[config.mk]
export PLATFORM = sky130hd
export DESIGN_NAME = adder_err_monitor_flat
export DESIGN_NICKNAME = d
export VERILOG_FILES = /design/src/rtl/adder_err_monitor_if.sv /design/src/rtl/adder_err_monitor.sv /design/src/flat_wrapper.sv
export SDC_FILE = /design/constraint.sdc
export NUM_CORES = 1
export LEC_CHECK = 0
export ABC_AREA = 1
export CORE_MARGIN = 10
export CORE_UTILIZATION = 54
export CTS_BUF_LIST = sky130_fd_sc_hd__clkbuf_8
export DETAILED_ROUTE_END_ITERATION = 8
export PLACE_DENSITY = 0.83
export RECOVER_POWER = 100
export SYNTH_ARGS = -nofsm -noshare
export SYNTH_HDL_FRONTEND = slang
export SYNTH_SLANG_ARGS = --single-unit
[constraint.sdc]
create_clock -name clk -period 4.25 [get_ports clk]
set_clock_uncertainty 0.15 [all_clocks]
set_input_delay 0.85 -clock clk [delete_from_list [all_inputs] [get_ports clk]]
set_output_delay 0.85 -clock clk [all_outputs]
set_load 0.05 [all_outputs]
[src/rtl/adder_err_monitor_if.sv]
// Sample stream from the approximate adder under test into the error monitor.
//   in_valid : sample present on op_a/op_b/s_apx (master -> slave)
//   in_ready : monitor accepts the sample this cycle (slave -> master)
//   op_a     : operand a fed to the adder, WIDTH bits
//   op_b     : operand b fed to the adder, WIDTH bits
//   s_apx    : sum produced by the approximate adder, WIDTH+1 bits
interface adder_err_monitor_if #(
  parameter int unsigned WIDTH = 16
) ();

  logic             in_valid;
  logic             in_ready;
  logic [WIDTH-1:0] op_a;
  logic [WIDTH-1:0] op_b;
  logic [WIDTH:0]   s_apx;

  modport master (
    output in_valid,
    output op_a,
    output op_b,
    output s_apx,
    input  in_ready
  );

  modport slave (
    input  in_valid,
    input  op_a,
    input  op_b,
    input  s_apx,
    output in_ready
  );

endinterface

[src/rtl/adder_err_monitor.sv]
// Error-statistics monitor for a WIDTH-bit approximate adder. Each accepted sample
// (op_a, op_b, s_apx) is compared with the exact sum; the monitor accumulates the
// sample count, the count of erroneous samples, the saturating sum of error distances
// and the maximum error distance over a run of num_samples samples.
//
// Ports:
//   clk, rst_n   : clock (rising edge), asynchronous active-low reset
//   start        : one-cycle pulse, clears statistics and begins a run (IDLE/DONE only)
//   num_samples  : number of samples to accept in the run, latched on start
//   smp          : sample stream (valid/ready handshake), slave side
//   busy         : high while running or draining the pipeline
//   done         : one-cycle pulse when the statistics are final
//   sample_cnt   : samples retired into the statistics
//   err_cnt      : retired samples with nonzero error distance
//   ed_sum       : sum of error distances, saturating at all-ones
//   ed_max       : largest error distance seen
//   overflow     : sticky, ed_sum saturated during this run
module adder_err_monitor #(
  parameter int unsigned WIDTH = 16,
  parameter int unsigned CNT_W = 32,
  parameter int unsigned SUM_W = 48
) (
  input  logic                 clk,
  input  logic                 rst_n,
  input  logic                 start,
  input  logic [CNT_W-1:0]     num_samples,
  adder_err_monitor_if.slave   smp,
  output logic                 busy,
  output logic                 done,
  output logic [CNT_W-1:0]     sample_cnt,
  output logic [CNT_W-1:0]     err_cnt,
  output logic [SUM_W-1:0]     ed_sum,
  output logic [WIDTH:0]       ed_max,
  output logic                 overflow
);

  localparam int unsigned SumX = SUM_W + 1;

  typedef enum logic [1:0] {StIdle, StRun, StDrain, StDone} state_e;

  state_e           state_q, state_d;
  logic [CNT_W-1:0] target_q, target_d;
  logic [CNT_W-1:0] accepted_q, accepted_d;
  logic             done_q, done_d;
  logic             clr_stats;

  // Stage 1: raw sample captured on accept.
  logic             s1_valid_q;
  logic [WIDTH-1:0] s1_a_q, s1_b_q;
  logic [WIDTH:0]   s1_s_q;

  // Stage 2: error distance of the stage-1 sample.
  logic             s2_valid_q;
  logic [WIDTH:0]   s2_ed_q;
  logic             s2_err_q;

  // Statistics.
  logic [CNT_W-1:0] sample_cnt_q, sample_cnt_d;
  logic [CNT_W-1:0] err_cnt_q, err_cnt_d;
  logic [SUM_W-1:0] ed_sum_q, ed_sum_d;
  logic [WIDTH:0]   ed_max_q, ed_max_d;
  logic             overflow_q, overflow_d;

  logic             in_ready_c;
  logic             accept;
  logic [WIDTH:0]   exact_c;
  logic [WIDTH:0]   ed_c;
  logic [SUM_W:0]   sum_ext_c;

  assign in_ready_c   = (state_q == StRun) && (accepted_q < target_q);
  assign accept       = smp.in_valid && in_ready_c;
  assign smp.in_ready = in_ready_c;

  // ---------------------------------------------------------------------------
  // Control FSM
  // ---------------------------------------------------------------------------
  always_comb begin
    state_d    = state_q;
    target_d   = target_q;
    accepted_d = accepted_q;
    done_d     = 1'b0;
    clr_stats  = 1'b0;
    case (state_q)
      StIdle, StDone: begin
        if (start) begin
          target_d   = num_samples;
          accepted_d = '0;
          clr_stats  = 1'b1;
          if (num_samples == '0) begin
            // Re-entering DONE still pulses done, even from DONE itself.
            state_d = StDone;
            done_d  = 1'b1;
          end else begin
            state_d = StRun;
          end
        end
      end
      StRun: begin
        if (accept) begin
          accepted_d = accepted_q + CNT_W'(1);
          if (accepted_q + CNT_W'(1) == target_q) begin
            state_d = StDrain;
          end
        end
      end
      StDrain: begin
        if (!s1_valid_q && !s2_valid_q) begin
          state_d = StDone;
          done_d  = 1'b1;
        end
      end
      default: state_d = StIdle;
    endcase
  end

  always_ff @(posedge clk or negedge rst_n) begin
    if (!rst_n) begin
      state_q    <= StIdle;
      target_q   <= '0;
      accepted_q <= '0;
      done_q     <= 1'b0;
    end else begin
      state_q    <= state_d;
      target_q   <= target_d;
      accepted_q <= accepted_d;
      done_q     <= done_d;
    end
  end

  // ---------------------------------------------------------------------------
  // Stage 1: capture sample on handshake
  // ---------------------------------------------------------------------------
  always_ff @(posedge clk or negedge rst_n) begin
    if (!rst_n) begin
      s1_valid_q <= 1'b0;
      s1_a_q     <= '0;
      s1_b_q     <= '0;
      s1_s_q     <= '0;
    end else begin
      s1_valid_q <= accept;
      if (accept) begin
        s1_a_q <= smp.op_a;
        s1_b_q <= smp.op_b;
        s1_s_q <= smp.s_apx;
      end
    end
  end

  // ---------------------------------------------------------------------------
  // Stage 2: exact sum and absolute error distance (larger minus smaller)
  // ---------------------------------------------------------------------------
  always_comb begin
    exact_c = {1'b0, s1_a_q} + {1'b0, s1_b_q};
    if (s1_s_q >= exact_c) begin
      ed_c = s1_s_q - exact_c;
    end else begin
      ed_c = exact_c - s1_s_q;
    end
  end

  always_ff @(posedge clk or negedge rst_n) begin
    if (!rst_n) begin
      s2_valid_q <= 1'b0;
      s2_ed_q    <= '0;
      s2_err_q   <= 1'b0;
    end else begin
      s2_valid_q <= s1_valid_q;
      if (s1_valid_q) begin
        s2_ed_q  <= ed_c;
        s2_err_q <= (ed_c != '0);
      end
    end
  end

  // ---------------------------------------------------------------------------
  // Accumulators
  // ---------------------------------------------------------------------------
  always_comb begin
    sample_cnt_d = sample_cnt_q;
    err_cnt_d    = err_cnt_q;
    ed_sum_d     = ed_sum_q;
    ed_max_d     = ed_max_q;
    overflow_d   = overflow_q;
    // One extra bit catches the carry that signals saturation.
    sum_ext_c    = {1'b0, ed_sum_q} + SumX'(s2_ed_q);
    if (clr_stats) begin
      // Start is only honoured in IDLE/DONE, where the pipeline is empty.
      sample_cnt_d = '0;
      err_cnt_d    = '0;
      ed_sum_d     = '0;
      ed_max_d     = '0;
      overflow_d   = 1'b0;
    end else if (s2_valid_q) begin
      sample_cnt_d = sample_cnt_q + CNT_W'(1);
      err_cnt_d    = err_cnt_q + CNT_W'(s2_err_q);
      if (sum_ext_c[SUM_W]) begin
        ed_sum_d   = '1;
        overflow_d = 1'b1;
      end else begin
        ed_sum_d = sum_ext_c[SUM_W-1:0];
      end
      if (s2_ed_q > ed_max_q) begin
        ed_max_d = s2_ed_q;
      end
    end
  end

  always_ff @(posedge clk or negedge rst_n) begin
    if (!rst_n) begin
      sample_cnt_q <= '0;
      err_cnt_q    <= '0;
      ed_sum_q     <= '0;
      ed_max_q     <= '0;
      overflow_q   <= 1'b0;
    end else begin
      sample_cnt_q <= sample_cnt_d;
      err_cnt_q    <= err_cnt_d;
      ed_sum_q     <= ed_sum_d;
      ed_max_q     <= ed_max_d;
      overflow_q   <= overflow_d;
    end
  end

  // ---------------------------------------------------------------------------
  // Outputs
  // ---------------------------------------------------------------------------
  assign busy       = (state_q == StRun) || (state_q == StDrain);
  assign done       = done_q;
  assign sample_cnt = sample_cnt_q;
  assign err_cnt    = err_cnt_q;
  assign ed_sum     = ed_sum_q;
  assign ed_max     = ed_max_q;
  assign overflow   = overflow_q;

endmodule

[src/flat_wrapper.sv]
// flat-port wrapper written by rule: the top's interface ports become plain ports
module adder_err_monitor_flat 
#(
  parameter int unsigned WIDTH = 16,
  parameter int unsigned CNT_W = 32,
  parameter int unsigned SUM_W = 48
)
  (clk, rst_n, start, num_samples, busy, done, sample_cnt, err_cnt, ed_sum, ed_max, overflow, smp_in_valid, smp_op_a, smp_op_b, smp_s_apx, smp_in_ready);
  adder_err_monitor_if #(.WIDTH(WIDTH)) smp_i ();
  input  logic clk;
  input  logic rst_n;
  input  logic start;
  input  logic [CNT_W-1:0] num_samples;
  output logic busy;
  output logic done;
  output logic [CNT_W-1:0] sample_cnt;
  output logic [CNT_W-1:0] err_cnt;
  output logic [SUM_W-1:0] ed_sum;
  output logic [WIDTH:0] ed_max;
  output logic overflow;
  input wire logic [$bits(smp_i.in_valid)-1:0] smp_in_valid;
  input wire logic [$bits(smp_i.op_a)-1:0] smp_op_a;
  input wire logic [$bits(smp_i.op_b)-1:0] smp_op_b;
  input wire logic [$bits(smp_i.s_apx)-1:0] smp_s_apx;
  output wire logic [$bits(smp_i.in_ready)-1:0] smp_in_ready;
  assign smp_i.in_valid = smp_in_valid;
  assign smp_i.op_a = smp_op_a;
  assign smp_i.op_b = smp_op_b;
  assign smp_i.s_apx = smp_s_apx;
  assign smp_in_ready = smp_i.in_ready;
  adder_err_monitor #(.WIDTH(WIDTH), .CNT_W(CNT_W), .SUM_W(SUM_W)) u_core (.clk(clk), .rst_n(rst_n), .start(start), .num_samples(num_samples), .smp(smp_i), .busy(busy), .done(done), .sample_cnt(sample_cnt), .err_cnt(err_cnt), .ed_sum(ed_sum), .ed_max(ed_max), .overflow(overflow));
endmodule
==> Yosys cells after proc, flatten, opt, wreduce, memory -nomap -nowiden <==
Index checks and enable logic that the tools add are counted.
{ "totals": {"regBits": 266, "output_inout_bits": 133, "wordCells": 82} }
{ "classes": {"addsub": 7, "order_cmp": 3, "eq_ne": 8, "muxes": 29, "n_reduce_logical": 19} }
{ "op_table": {"columns": ["cell", "count"], "rows": [
  ["two-way mux 32 bit", 6],
  ["two-way mux 48 bit", 3],
  ["two-way mux 17 bit", 4],
  ["adder 32 x 1 -> 32 bit, second input constant", 2],
  ["one-hot mux 32 bit (2 select lines)", 1],
  ["adder 48 x 17 -> 49 bit", 1],
  ["subtractor 17 bit", 2],
  ["adder 32 x 1 -> 32 bit", 1],
  ["== test 32 bit", 1],
  ["logical NOT 32 bit", 1],
  ["< comparator 32 bit", 1],
  ["adder 16 x 16 -> 17 bit", 1],
  ["greater-or-equal comparator 17 bit", 1],
  ["greater-than comparator 17 bit", 1],
  ["nonzero test 17 bit", 1],
  ["two-way mux 2 bit", 5],
  ["two-way mux 1 bit", 8],
  ["nonzero test 2 bit", 4],
  ["one-hot mux 2 bit (3 select lines)", 1],
  ["AND reduction 2 bit", 3],
  ["== test 2 bit, second input constant", 2],
  ["inequality test 2 x 1 -> 1 bit, second input constant", 2],
  ["inequality test 2 bit, second input constant", 2],
  ["AND reduction 4 bit", 1],
  ["8 further kinds", 11]
]} }

==> Longest topological paths before layout <==
{ "logic_depth": {"depth_word": 5, "depth_mapped": 30, "depth_no_buf": 28} }

==> Least setup slack after synthesis <==
OpenSTA, ideal clock, no wires.
{ "synth_path": {"path_type": "reg2reg", "from": "register u_core.s1_b_q[0]", "to": "register u_core.s2_err_q", "setup_time_ps": 122, "t_arrival_ps": 3640, "path_slack_ps": 338, "stages_incl_launch_ff": 27, "period_less_slack_ps": 3912, "path_cell_list": "dfrtp_1 ha_1 fa_1 a21oi_1 o21ai_0 a21boi_0 o21ai_0 nand3_1 nand2_1 xor2_1 ha_1 buf_2 nand2_1 inv_2 nand2_1 nor2_2 nand3_1 nor2_1 nor2_1 nand2_4 buf_4 nand2_1 nand3_1 nor2_1 nand2_1 nor2_1 a21oi_1"} }
{ "synth_between": {"elab_chain_cells": 4} }
{ "synth_rtl": {"columns": ["item", "line", "text"], "rows": [
  ["start, declared", "adder_err_monitor.sv:49", "logic [WIDTH-1:0] s1_a_q, s1_b_q;"],
  ["start signal, assigned", "adder_err_monitor.sv:143", "s1_b_q <= smp.op_b;"],
  ["adder 16 x 16 -> 17 bit (*)", "adder_err_monitor.sv:153", "exact_c = {1'b0, s1_a_q} + {1'b0, s1_b_q};"],
  ["subtractor 17 bit (tied with other cells)", "adder_err_monitor.sv:157", "ed_c = exact_c - s1_s_q;"],
  ["two-way mux 17 bit (*)", "adder_err_monitor.sv:154", "if (s1_s_q >= exact_c) begin"],
  ["nonzero test 17 bit (*)", "adder_err_monitor.sv:170", "s2_err_q <= (ed_c != '0);"],
  ["end signal, assigned", "adder_err_monitor.sv:170", null],
  ["end, declared", "adder_err_monitor.sv:55", "logic s2_err_q;"]
]} }
Every way passes the cells marked *; elsewhere a longest branch is shown, timed or not.
A chain may end at the register's enable or synchronous reset.

==> Final worst setup path <==
{ "layout_path": {"from": "register u_core.ed_sum_q[0], in the netlist u_core.ed_sum[0]", "to": "register u_core.ed_sum_q[1], in the netlist u_core.ed_sum[1]"} }
{ "layout_between": {"elab_chain_cells": 4} }
{ "layout_rtl": {"columns": ["item", "line", "text"], "rows": [
  ["start, declared", "adder_err_monitor.sv:60", "logic [SUM_W-1:0] ed_sum_q, ed_sum_d;"],
  ["start signal, assigned", "adder_err_monitor.sv:218", "ed_sum_q <= ed_sum_d;"],
  ["adder 48 x 17 -> 49 bit", "adder_err_monitor.sv:185", "sum_ext_c = {1'b0, ed_sum_q} + SumX'(s2_ed_q);"],
  ["two-way mux 48 bit", "adder_err_monitor.sv:196", "if (sum_ext_c[SUM_W]) begin"],
  ["two-way mux 48 bit", "adder_err_monitor.sv:193", "end else if (s2_valid_q) begin"],
  ["two-way mux 48 bit", "adder_err_monitor.sv:186", "if (clr_stats) begin"]
]} }
Every way passes these cells. The select of a mux whose other input is x is not followed.

==> metrics.md <==
| Metric | Value |
|---|---|
| Status | `finished with violations` |
| Failing checks | `max-capacitance violations, max-slew violations` |
| Core Footprint | `33600 um2` |
| Die W | `205 um` |
| 1st-pass router iterations | `6` |
| Fill count | `2912` |
| Hold path depth | `2` |
| Peak supply drop | `801 uV` |
| Sequential fraction of the synthesis area | `36.0%` |
| Vias per cell | `5.61` |
| Max-cap viol count | `1` |
| Die Y | `205 um` |
| Yosys Warn Count | `0` |
| Clock-pin slew on the worst setup and hold paths | `0.06 ns` |
| H-tree levels | `2` |
| Ys async rst share | `100%` |
| Fin worst setup slack | `0.206 ns` |
| Critical path class | `reg2reg` |
| DIE AREA | `42000 um2` |
| Largest net degree at the start of global routing | `100` |
| Met2 GRT Util | `41.7%` |
| Crit end category | `flip-flop` |
| Antenna Nets Post-Route | `0` |
| Clock latency on the worst-skew pair | `0.64 ns` |
| Final hold slack | `0.330 ns` |
| Most common cell after layout, fill and taps aside | `nand2_1` |
| Hold Crit Class | `reg2reg` |
| Post-DP HPWL | `43400 um` |
| Commonest cells after routing, fill and taps aside | `nand2_1 (761), inv_1 (330), dfrtp_1 (266)` |
| Netlist Area Pre-Place | `18500 um2` |
| WL final | `57100 um` |
| Post-synthesis net count | `2828` |
| Post-DP Area | `21200 um2` |
| R2R setup slack | `0.21 ns` |
| Req. time, crit path | `4.64 ns` |
| GR Overflow Total | `0` |
| Met1 usage | `36.3%` |
| Starting DRT DRC Count | `1686` |
| Via count | `18600` |
| Final critical-path share of the clock period | `95.1%` |
| Crit path launch type | `flip-flop` |
| R2R Path End | `u_core.ed_sum[1]` |
| Initial Utilization | `55.0%` |
| Worst r2r src | `u_core.ed_sum[0]` |
| First-pass GRT wire length | `92300 um` |
| Routability congestion estimate | `0.955` |
| PortBufs | `217` |
| Initial antenna violation count | `0` |
| Post-synth cell types | `56` |
| Share of cells above drive strength 1 | `5.81%` |
| Power, Total | `18500 uW` |
| Hold Path Sink | `u_core.s1_a_q[12]` |
| Power Density | `839 nW/um2` |
| Slew @ Worst Pin | `2.58 ns` |
| Fin crit period | `4.04 ns` |
| P_leak | `0.0109 uW` |
| CTS root buf | `clkbuf_8` |
| Total CTS buffers | `48` |
| Hold_buf cts | `0` |
| FP Rows | `67` |
| Top Usage Layer GRT | `met2` |
| Max-slew violations | `100` |
| Met3 usage | `4.98%` |
| Post-synthesis cell count | `2616` |
| Final Hold Vio Count | `0` |
| Clock sinks | `266` |
| Slew margin rel. | `-72.0%` |
| CTS tree | `built` |
| Global Route Usage Sum | `26.7%` |
| Post-synth EDFFs | `0` |
| Dpl ws | `-0.0104 ns` |
| Final #Nets | `3055` |
| Number of global-route vias before repair | `18100` |
| Main synth FF type | `dfrtp_1` |
| Post-Syn Area per Cell | `7.07 um2` |
| Register bit count reported by yosys | `266` |
| CP Max Fanout | `44` |
| Crit path arrival time | `4.44 ns` |
| Diodes inserted | `0` |
| Setup violations, final | `0` |
| HP Start | `u_core.s1_a_q[12]` |
| Design area | `22100 um2` |
| # DRC | `0` |
| Clock buffer depth | `3` |
| # IOs | `218` |
| Maximum clock rate | `0.247 GHz` |
| Synth-to-layout area growth | `19.5%` |
| Drt wl/cell | `17.2 um` |
| Register-to-Register Path Depth | `11` |
## worst max-delay path by stage
| stage | start | to | slack [ns] | cells after the start |
|---|---|---|---|---|
| finish | u_core.ed_sum[0] | u_core.ed_sum[1] | 0.21 | 11 |
| CTS | u_core.s1_b_q[3] | u_core.s2_err_q | 0.08 | 26 |
| global route | u_core.s1_b_q[5] | u_core.s2_err_q | -0.09 | 25 |
| detailed placement | u_core.s1_b_q[3] | u_core.s2_err_q | -0.01 | 26 |
| global placement | u_core.s1_b_q[3] | u_core.s2_err_q | 0.13 | 26 |
| floorplan | u_core.s1_b_q[0] | u_core.s2_err_q | 0.34 | 26 |
## worst max-delay path, cell delays in order, from the launching register on
cell and delay (ns):
dfrtp_1 0.44, ha_1 0.21, inv_1 0.06, fa_1 0.40, o21ai_0 0.47, a21oi_1 0.15, inv_1 0.19, a21oi_1 0.14
o21ai_0 0.52, nand3_1 0.33, nand3b_4 0.61, o211ai_1 0.25
## sequential cells by signal, summed over array words and instances, names as in the netlist
name               cells
u_core.sample_cnt     32
u_core.s1_valid_q      1
u_core.s2_valid_q      1
u_core.state_q         2
u_core.s2_err_q        1
u_core.s1_s_q         17
u_core.ed_max         17
u_core.target_q       32
u_core.s2_ed_q        17
u_core.s1_b_q         16
u_core.done            1
u_core.overflow        1
u_core.accepted_q     32
u_core.err_cnt        32
u_core.ed_sum         48
u_core.s1_a_q         16
## metal layers
layer | up-vias | wire length (um)
li1 | 9017 | -
met3 | 129 | 4480
met4 | 0 | 1830
met2 | 743 | 25700
met1 | 8737 | 25100
met5 | - | 0
## per-stage QoR
| step | utilization (%) | instances | TNS (ns) |
|---|---|---|---|
| 3_5_place_dp | 63.0 | 3241 | -0.0104 |
| 6_report | 65.7 | 3323 | 0 |
| 2_1_floorplan | - | 2616 | 0 |
| 3_3_place_gp | 63.0 | 3241 | 0 |
| 5_1_grt | 65.7 | 3323 | -0.0879 |
| 4_1_cts | 66.0 | 3323 | 0 |
## synth_stat cells, types with 4 or more instances
| cell type | count | area, um2 |
|---|---|---|
| a21boi_0 | 5 | 37.5 |
| a21o_1 | 5 | 37.5 |
| a21oi_1 | 148 | 741 |
| a31oi_1 | 7 | 43.8 |
| buf_2 | 18 | 90.1 |
| buf_4 | 5 | 37.5 |
| clkbuf_1 | 35 | 131 |
| dfrtp_1 | 266 | 6660 |
| fa_1 | 4 | 80.1 |
| ha_1 | 123 | 1540 |
| inv_1 | 323 | 1210 |
| inv_2 | 9 | 33.8 |
| nand2_1 | 761 | 2860 |
| nand2_2 | 7 | 43.8 |
| nand2_4 | 4 | 45.0 |
| nand3_1 | 174 | 871 |
| nand3_2 | 5 | 50.1 |
| nand4_1 | 39 | 244 |
| nor2_1 | 214 | 803 |
| nor2_2 | 16 | 100 |
| nor2_4 | 7 | 78.8 |
| nor3_1 | 50 | 250 |
| nor3_2 | 6 | 60.1 |
| nor4_1 | 21 | 131 |
| o211ai_1 | 17 | 128 |
| o21a_1 | 9 | 67.6 |
| o21ai_0 | 191 | 956 |
| o21ai_1 | 15 | 75.1 |
| o21bai_1 | 10 | 75.1 |
| o22ai_1 | 17 | 106 |
| or2_2 | 4 | 25.0 |
| xnor2_1 | 8 | 70.1 |
| xor2_1 | 50 | 438 |
## report_power, final
part	leakage [uW]	internal (uW)	switching, uW
clock	0.000545	1380	1180
sequential	0.00354	3180	522
combinational	0.00684	4050	8230
## timing repair
action	4_1_cts	5_1_grt
buffers inserted	0	0
endpoints found under the hold margin	0	0
pin swaps	0	1
resized for setup	1	21
endpoints found under the setup margin	1	16
## logic make-up after synthesis
kind of cell               Yosys count  share of synthesized area (%)
and+or+nand+nor                   1322                           30.9
AOI/OAI and AO/OA                  444                           13.2
buffers and inverters              399                           8.39
DFF                                266                           36.0
adders and majority gates          127                           8.76
xor gates and xnor gates            58                           2.75
## layout make-up
type	count	area, um2	area share (%)
Sequential cell	266	6660	30.1
Multi-Input combinational cell	1951	10300	46.6
Tap cell	448	561	2.54
Clock inverter	20	141	0.640
Inverter	335	1260	5.71
Timing Repair Buffer	241	2330	10.5
Clock buffer	62	853	3.86
(Power assumes the default switching activity.)
